===== config.mk =====
export PLATFORM = sky130hd
export DESIGN_NAME = arb_req_fifo_flat
export DESIGN_NICKNAME = d
export VERILOG_FILES = /design/src/rtl/arb_req_fifo_if.sv /design/src/rtl/arb_req_fifo.sv /design/src/flat_wrapper.sv
export SDC_FILE = /design/constraint.sdc
export NUM_CORES = 1
export LEC_CHECK = 0
export CAP_MARGIN = 20
export CORE_MARGIN = 1
export CORE_UTILIZATION = 58
export CTS_BUF_LIST = sky130_fd_sc_hd__clkbuf_4 sky130_fd_sc_hd__clkbuf_8 sky130_fd_sc_hd__clkbuf_16
export DETAILED_ROUTE_END_ITERATION = 8
export HOLD_SLACK_MARGIN = 0.08
export PLACE_DENSITY = 0.78
export SLEW_MARGIN = 20
export SYNTH_ARGS = -nofsm -noshare
export SYNTH_HDL_FRONTEND = slang
export SYNTH_SLANG_ARGS = --single-unit

===== constraint.sdc =====
create_clock -name clk -period 9 [get_ports clk]
set_clock_uncertainty 0.2 [all_clocks]
set_input_delay 2.25 -clock clk [delete_from_list [all_inputs] [get_ports clk]]
set_output_delay 2.25 -clock clk [all_outputs]
set_load 0.05 [all_outputs]

===== src/rtl/arb_req_fifo_if.sv =====
// Handshake bundle for arb_req_fifo: upstream write ports, arbiter request/grant loop and the
// registered output stage. The design uses the slave view; the environment uses the master view.
interface arb_req_fifo_if #(
    parameter int DW = 8
);
    logic [2:0]      in_vld;
    logic [2:0]      in_rdy;
    logic [3*DW-1:0] in_data;
    logic [2:0]      req_vld;
    logic [2:0]      grant;
    logic            arb_en;
    logic            out_vld;
    logic            out_rdy;
    logic [DW-1:0]   out_data;
    logic [1:0]      out_src;
    logic            err;

    modport master (
        output in_vld, in_data, grant, out_rdy,
        input  in_rdy, req_vld, arb_en, out_vld, out_data, out_src, err
    );

    modport slave (
        input  in_vld, in_data, grant, out_rdy,
        output in_rdy, req_vld, arb_en, out_vld, out_data, out_src, err
    );
endinterface


===== src/rtl/arb_req_fifo.sv =====
// Three per-channel request FIFOs feeding a round-robin arbiter, with a registered output stage.
// Optional grant checking (sticky err, pop suppressed on multi-hot grant) under ARB_REQ_FIFO_CHK_EN.
module arb_req_fifo #(
    parameter int DW    = 8,
    parameter int DEPTH = 4
) (
    input logic         clk,
    input logic         srst,
    arb_req_fifo_if.slave bus
);
    localparam int AW = $clog2(DEPTH);
    localparam logic [AW:0] FULL_CNT = (AW+1)'(DEPTH);

    logic [DW-1:0] mem [3][DEPTH];
    logic [AW-1:0] wr_ptr [3];
    logic [AW-1:0] rd_ptr [3];
    logic [AW:0]   count [3];

    logic [2:0]    full;
    logic [2:0]    empty;
    logic [2:0]    push;
    logic [2:0]    pop;
    logic          out_free;
    logic [1:0]    pop_idx;
    logic [DW-1:0] head;

    logic          out_vld_q;
    logic [DW-1:0] out_data_q;
    logic [1:0]    out_src_q;

    // Flags come only from registered counts so req_vld never loops back through the arbiter.
    always_comb begin
        full  = '0;
        empty = '0;
        for (int i = 0; i < 3; i++) begin
            full[i]  = (count[i] == FULL_CNT);
            empty[i] = (count[i] == '0);
        end
    end

    assign bus.in_rdy  = ~full;
    assign bus.req_vld = ~empty;
    assign push        = bus.in_vld & ~full;
    assign out_free    = ~out_vld_q | bus.out_rdy;

`ifdef ARB_REQ_FIFO_CHK_EN
    logic one_hot0;
    logic bad_grant;
    logic err_q;

    assign one_hot0  = ((bus.grant & (bus.grant - 3'd1)) == 3'b000);
    assign pop       = (one_hot0 && out_free) ? (bus.grant & ~empty) : 3'b000;
    assign bad_grant = ~one_hot0 | (|(bus.grant & empty));

    always_ff @(posedge clk) begin
        if (srst) begin
            err_q <= 1'b0;
        end else if (bad_grant) begin
            err_q <= 1'b1;
        end
    end

    assign bus.err = err_q;
`else
    logic [2:0] cand;

    // A multi-hot grant resolves to the lowest granted non-empty channel.
    always_comb begin
        cand = bus.grant & ~empty;
        pop  = 3'b000;
        if (out_free) begin
            if (cand[0]) begin
                pop = 3'b001;
            end else if (cand[1]) begin
                pop = 3'b010;
            end else if (cand[2]) begin
                pop = 3'b100;
            end
        end
    end

    assign bus.err = 1'b0;
`endif

    always_comb begin
        pop_idx = 2'd0;
        if (pop[1]) begin
            pop_idx = 2'd1;
        end
        if (pop[2]) begin
            pop_idx = 2'd2;
        end
    end

    assign head       = mem[pop_idx][rd_ptr[pop_idx]];
    assign bus.arb_en = |pop;

    // Storage needs no reset; pointers and counts define what is valid.
    always_ff @(posedge clk) begin
        for (int i = 0; i < 3; i++) begin
            if (push[i]) begin
                mem[i][wr_ptr[i]] <= bus.in_data[i*DW +: DW];
            end
        end
    end

    always_ff @(posedge clk) begin
        if (srst) begin
            for (int i = 0; i < 3; i++) begin
                wr_ptr[i] <= '0;
                rd_ptr[i] <= '0;
                count[i]  <= '0;
            end
        end else begin
            for (int i = 0; i < 3; i++) begin
                if (push[i]) begin
                    wr_ptr[i] <= wr_ptr[i] + 1'b1;
                end
                if (pop[i]) begin
                    rd_ptr[i] <= rd_ptr[i] + 1'b1;
                end
                case ({push[i], pop[i]})
                    2'b10:   count[i] <= count[i] + 1'b1;
                    2'b01:   count[i] <= count[i] - 1'b1;
                    default: count[i] <= count[i];
                endcase
            end
        end
    end

    // Data and source hold after the consumer takes the word; only the valid drops.
    always_ff @(posedge clk) begin
        if (srst) begin
            out_vld_q  <= 1'b0;
            out_data_q <= '0;
            out_src_q  <= 2'd0;
        end else if (|pop) begin
            out_vld_q  <= 1'b1;
            out_data_q <= head;
            out_src_q  <= pop_idx;
        end else if (bus.out_rdy) begin
            out_vld_q  <= 1'b0;
        end
    end

    assign bus.out_vld  = out_vld_q;
    assign bus.out_data = out_data_q;
    assign bus.out_src  = out_src_q;
endmodule

===== src/flat_wrapper.sv =====
// flat-port wrapper written by rule: the top's interface ports become plain ports
module arb_req_fifo_flat 
#(
    parameter int DW    = 8,
    parameter int DEPTH = 4
)
  (clk, srst, bus_in_vld, bus_in_data, bus_grant, bus_out_rdy, bus_in_rdy, bus_req_vld, bus_arb_en, bus_out_vld, bus_out_data, bus_out_src, bus_err);
  arb_req_fifo_if #(.DW(DW)) bus_i ();
  input logic clk;
  input logic srst;
  input wire logic [$bits(bus_i.in_vld)-1:0] bus_in_vld;
  input wire logic [$bits(bus_i.in_data)-1:0] bus_in_data;
  input wire logic [$bits(bus_i.grant)-1:0] bus_grant;
  input wire logic [$bits(bus_i.out_rdy)-1:0] bus_out_rdy;
  output wire logic [$bits(bus_i.in_rdy)-1:0] bus_in_rdy;
  output wire logic [$bits(bus_i.req_vld)-1:0] bus_req_vld;
  output wire logic [$bits(bus_i.arb_en)-1:0] bus_arb_en;
  output wire logic [$bits(bus_i.out_vld)-1:0] bus_out_vld;
  output wire logic [$bits(bus_i.out_data)-1:0] bus_out_data;
  output wire logic [$bits(bus_i.out_src)-1:0] bus_out_src;
  output wire logic [$bits(bus_i.err)-1:0] bus_err;
  assign bus_i.in_vld = bus_in_vld;
  assign bus_i.in_data = bus_in_data;
  assign bus_i.grant = bus_grant;
  assign bus_i.out_rdy = bus_out_rdy;
  assign bus_in_rdy = bus_i.in_rdy;
  assign bus_req_vld = bus_i.req_vld;
  assign bus_arb_en = bus_i.arb_en;
  assign bus_out_vld = bus_i.out_vld;
  assign bus_out_data = bus_i.out_data;
  assign bus_out_src = bus_i.out_src;
  assign bus_err = bus_i.err;
  arb_req_fifo #(.DW(DW), .DEPTH(DEPTH)) u_core (.clk(clk), .srst(srst), .bus(bus_i));
endmodule

==> PnR_summary.wiki <==
{| class="wikitable"
! Metric !! Value
|-
| Critical setup path kind || input port to output pin
|-
| Total iterations of the first detailed-routing run || 5
|-
| Cell type with the highest occurrence count on the critical path || sky130_fd_sc_hd__clkdlybuf4s50_1
|-
| Setup Slack @ Placement || 1.89 ns
|-
| VDD IR-drop max || 136 uV
|-
| Area growth syn-to-layout || 20.0%
|-
| Dominant cell type by area after synthesis || sky130_fd_sc_hd__edfxtp_1
|-
| Post-route fraction of the period consumed by the critical path || 0.794
|-
| Overall via count from detail_route || 3676
|-
| Summed negative setup slack over all endpoints || 0 ns
|-
| Count of port buffers added during placement || 50
|-
| Top Family by Delay on Critical Path || buffers and inverters
|-
| Number of resized instances in the post-cts repair step || 0
|-
| Worst-Skew Late Latency || 0.53 ns
|-
| Number of buffers inserted for hold repair after clock tree synthesis || 0
|-
| Final weighted congestion in routability-driven placement || 0.882
|-
| Critical path depth in cells || 7
|-
| Headroom to the max-slew limit || 0.439
|-
| Average cell area after synthesis || 13.7 um^2
|-
| Number of buffers inserted by post-CTS setup repair || 0
|-
| Sink Count || 128
|-
| CTS root buf || sky130_fd_sc_hd__clkbuf_8
|-
| Data required time of the critical path || 6.55 ns
|-
| Hold Path Class || register to register
|-
| Average routed wire per standard cell || 20.0 um
|-
| Worst R2R Path Depth || 8
|-
| Number of violations of the max-capacitance limit || 0
|-
| Maximum number of pins on one net before global-route repair || 38
|-
| Initial core utilization || 0.606
|-
| Top flip-flop cell by instance count after synthesis || sky130_fd_sc_hd__edfxtp_1
|-
| Number of enable-type register cells in the synthesized netlist || 117
|-
| Synth cell count leaders || 117 x sky130_fd_sc_hd__edfxtp_1, 37 x sky130_fd_sc_hd__nor2_1, 22 x sky130_fd_sc_hd__nand2_1
|-
| Half-perimeter wire length after placement || 8750 um
|-
| Post-Syn Instances || 415
|-
| Worst-case clock buffer depth || 2
|-
| Cell leakage power || 0.00246 uW
|-
| Transition time at the pin with the least slew margin || 0.838 ns
|-
| Top-area cell type share of the netlist area || 0.619
|-
| Net total in the final layout || 521
|-
| Drt first-iter violations || 297
|-
| CP max stage delay || 0.75 ns
|-
| DRC violations left || 0
|-
| Crit path launch type || input port
|-
| Post-synth cell types || 57
|-
| Post-Syn Nets || 470
|-
| Antenna diodes || 0
|-
| Proportion of synthesized flip-flops having asynchronous set or reset || 0
|-
| Drt total wl || 12200 um
|-
| Worst setup EP type || output pin
|-
| Mean number of vias per cell || 6.05
|-
| Top fanout value on the critical path || 22
|-
| # setup viols final || 0
|-
| CP Buf/Inv Count || 4
|-
| Yosys Warn Count || 0
|-
| Ratio of cells with drive above 1 in the final layout || 0.102
|-
| Number of cells on the worst hold path || 1
|-
| Most frequently used cell type in the post-synthesis netlist || sky130_fd_sc_hd__edfxtp_1
|-
| Cell breakdown of the critical path || clkdlybuf4s50_1 -> o31ai_2 -> buf_4 -> nand2_1 -> o21ai_0 -> inv_1 -> clkdlybuf4s50_1
|-
| Number of global-route vias before repair || 3478
|-
| Biggest area contributors in the synthesized netlist || sky130_fd_sc_hd__edfxtp_1 62%, sky130_fd_sc_hd__ha_1 4.4%, sky130_fd_sc_hd__dfxtp_1 3.9%
|-
| Sequential area share after synthesis || 0.658
|-
| Critical-path top delay cell || sky130_fd_sc_hd__clkdlybuf4s50_1
|-
| Clk slew on worst S/H paths || 0.06 ns
|-
| Number of buffers inserted during clock tree synthesis || 17
|-
| GRT Resource Usage Total || 0.259
|-
| Outcome || finished, final reports clean
|-
| First-pass GRT wire length || 18900 um
|-
| Final hold violation count || 0
|-
| Die area || 10200 um^2
|-
| Antenna violations before repair || 0
|-
| Post-route ant nets || 0
|-
| Num rows || 35
|-
| Fmax || 140 MHz
|-
| Critical Path AT || 4.70 ns
|-
| Synthesis-stage register bit count || 128
|-
| Core area || 9370 um^2
|-
| Ports || 52
|-
| Unrepaired setup endpoints after global routing || no
|-
| # H-tree levels || 4
|-
| Final-report max-slew violation count || 0
|-
| Floorplan die width || 101 um
|-
| GRT Residual Overflow || 0
|-
| Cell area after synthesis || 5680 um^2
|-
| Cell area power density || 302 nW/um^2
|-
| TritonCTS clock tree || built
|-
| Final worst-path setup slack || 1.85 ns
|-
| Chip Height || 101 um
|-
| Post-layout min period || 7.15 ns
|}
-- flip-flops by register name (all words and copies together), names as in the netlist --
register             cells
u_core.count             9
u_core.bus.out_data      8
u_core.rd_ptr            6
u_core.bus.out_vld       1
u_core.wr_ptr            6
u_core.bus.out_src       2
u_core.mem              96
-- where the power goes --
part / internal [uW] / switching (uW)
Clock: 369 / 260
Combinational: 216 / 397
Sequential: 760 / 55.0
Total: 1350 / 712
-- worst paths after layout --
check	from	to	slack [ns]
worst min-delay path	u_core.bus.out_data[4]$_SDFFE_PP0P_	u_core.bus.out_data[4]$_SDFFE_PP0P_	0.28
worst max-delay path	bus_grant[1]	bus_arb_en	1.85
worst min register to register	u_core.bus.out_data[4]$_SDFFE_PP0P_	u_core.bus.out_data[4]$_SDFFE_PP0P_	0.28
worst max register to register	u_core.count[1][0]$_SDFFCE_PP0P_	u_core.count[2][2]$_DFFE_PP_	5.59
-- layout by cell type, fill, tap and decap left out, types with 7 or more instances in the layout --
cell / count
sky130_fd_sc_hd__and3_1: 13
sky130_fd_sc_hd__o22ai_1: 14
sky130_fd_sc_hd__nand2_1: 22
sky130_fd_sc_hd__o21ai_0: 10
sky130_fd_sc_hd__clkdlybuf4s50_1: 50
sky130_fd_sc_hd__edfxtp_1: 117
sky130_fd_sc_hd__o22a_1: 13
sky130_fd_sc_hd__xnor2_1: 7
sky130_fd_sc_hd__dfxtp_1: 11
sky130_fd_sc_hd__clkbuf_16: 16
sky130_fd_sc_hd__and2_1: 9
sky130_fd_sc_hd__a22oi_1: 10
sky130_fd_sc_hd__a21oi_1: 12
sky130_fd_sc_hd__nor2_1: 37
sky130_fd_sc_hd__inv_1: 21
sky130_fd_sc_hd__ha_1: 20
-- worst register-to-register path, cell delays in order (launching register included) --
cell                       delay [ns]
sky130_fd_sc_hd__edfxtp_1        0.45
sky130_fd_sc_hd__o31a_1          0.57
sky130_fd_sc_hd__nor3_2          0.67
sky130_fd_sc_hd__nand2_1         0.24
sky130_fd_sc_hd__ha_1            0.35
sky130_fd_sc_hd__nor2_1          0.22
sky130_fd_sc_hd__mux2i_1         0.25
sky130_fd_sc_hd__xor2_1          0.16
sky130_fd_sc_hd__nor2_1          0.05
-- area by class of cell --
cell class / instances / area, um^2
Multi-Input combinational cell: 245 / 1770
Timing Repair Buffer: 52 / 515
Inverter: 22 / 82.6
Fill cell: 619 / 2560
Sequential cell: 128 / 3730
Clock buffer: 17 / 414
Tap cell: 129 / 161
Clock inverter: 15 / 138
-- logic make-up after synthesis --
kind of cell / after synthesis / synth area share
AOI/OAI and AO/OA: 100 / 0.140
xor gates and xnor gates: 9 / 0.0139
adders and majority gates: 22 / 0.0511
buffers and inverters: 42 / 0.0315
DFF: 128 / 0.658
muxes: 6 / 0.0106
other: 1 / 0.000661
and+or+nand+nor: 107 / 0.0948
-- per-layer routing --
layer	vias up	track usage	part of all wire
met3	19	0.0735	0.082
met5	-	0	0
li1	1713	-	-
met4	0	0.0847	0.016
met2	188	0.393	0.46
met1	1756	0.365	0.44
-- per-stage QoR --
step	util	instance area, um^2	hold WS [ns]	power [uW]	cells
after floorplan	-	5680	0.336	1260	415
after global placement	0.668	6260	0.269	1410	576
after detailed placement	0.668	6260	0.273	1430	576
after CTS	0.727	6810	0.287	2060	608
after global routing	0.727	6810	0.294	2140	608
final	0.727	6810	0.285	2060	608
No activity file was read; power rests on OpenSTA's default activity.
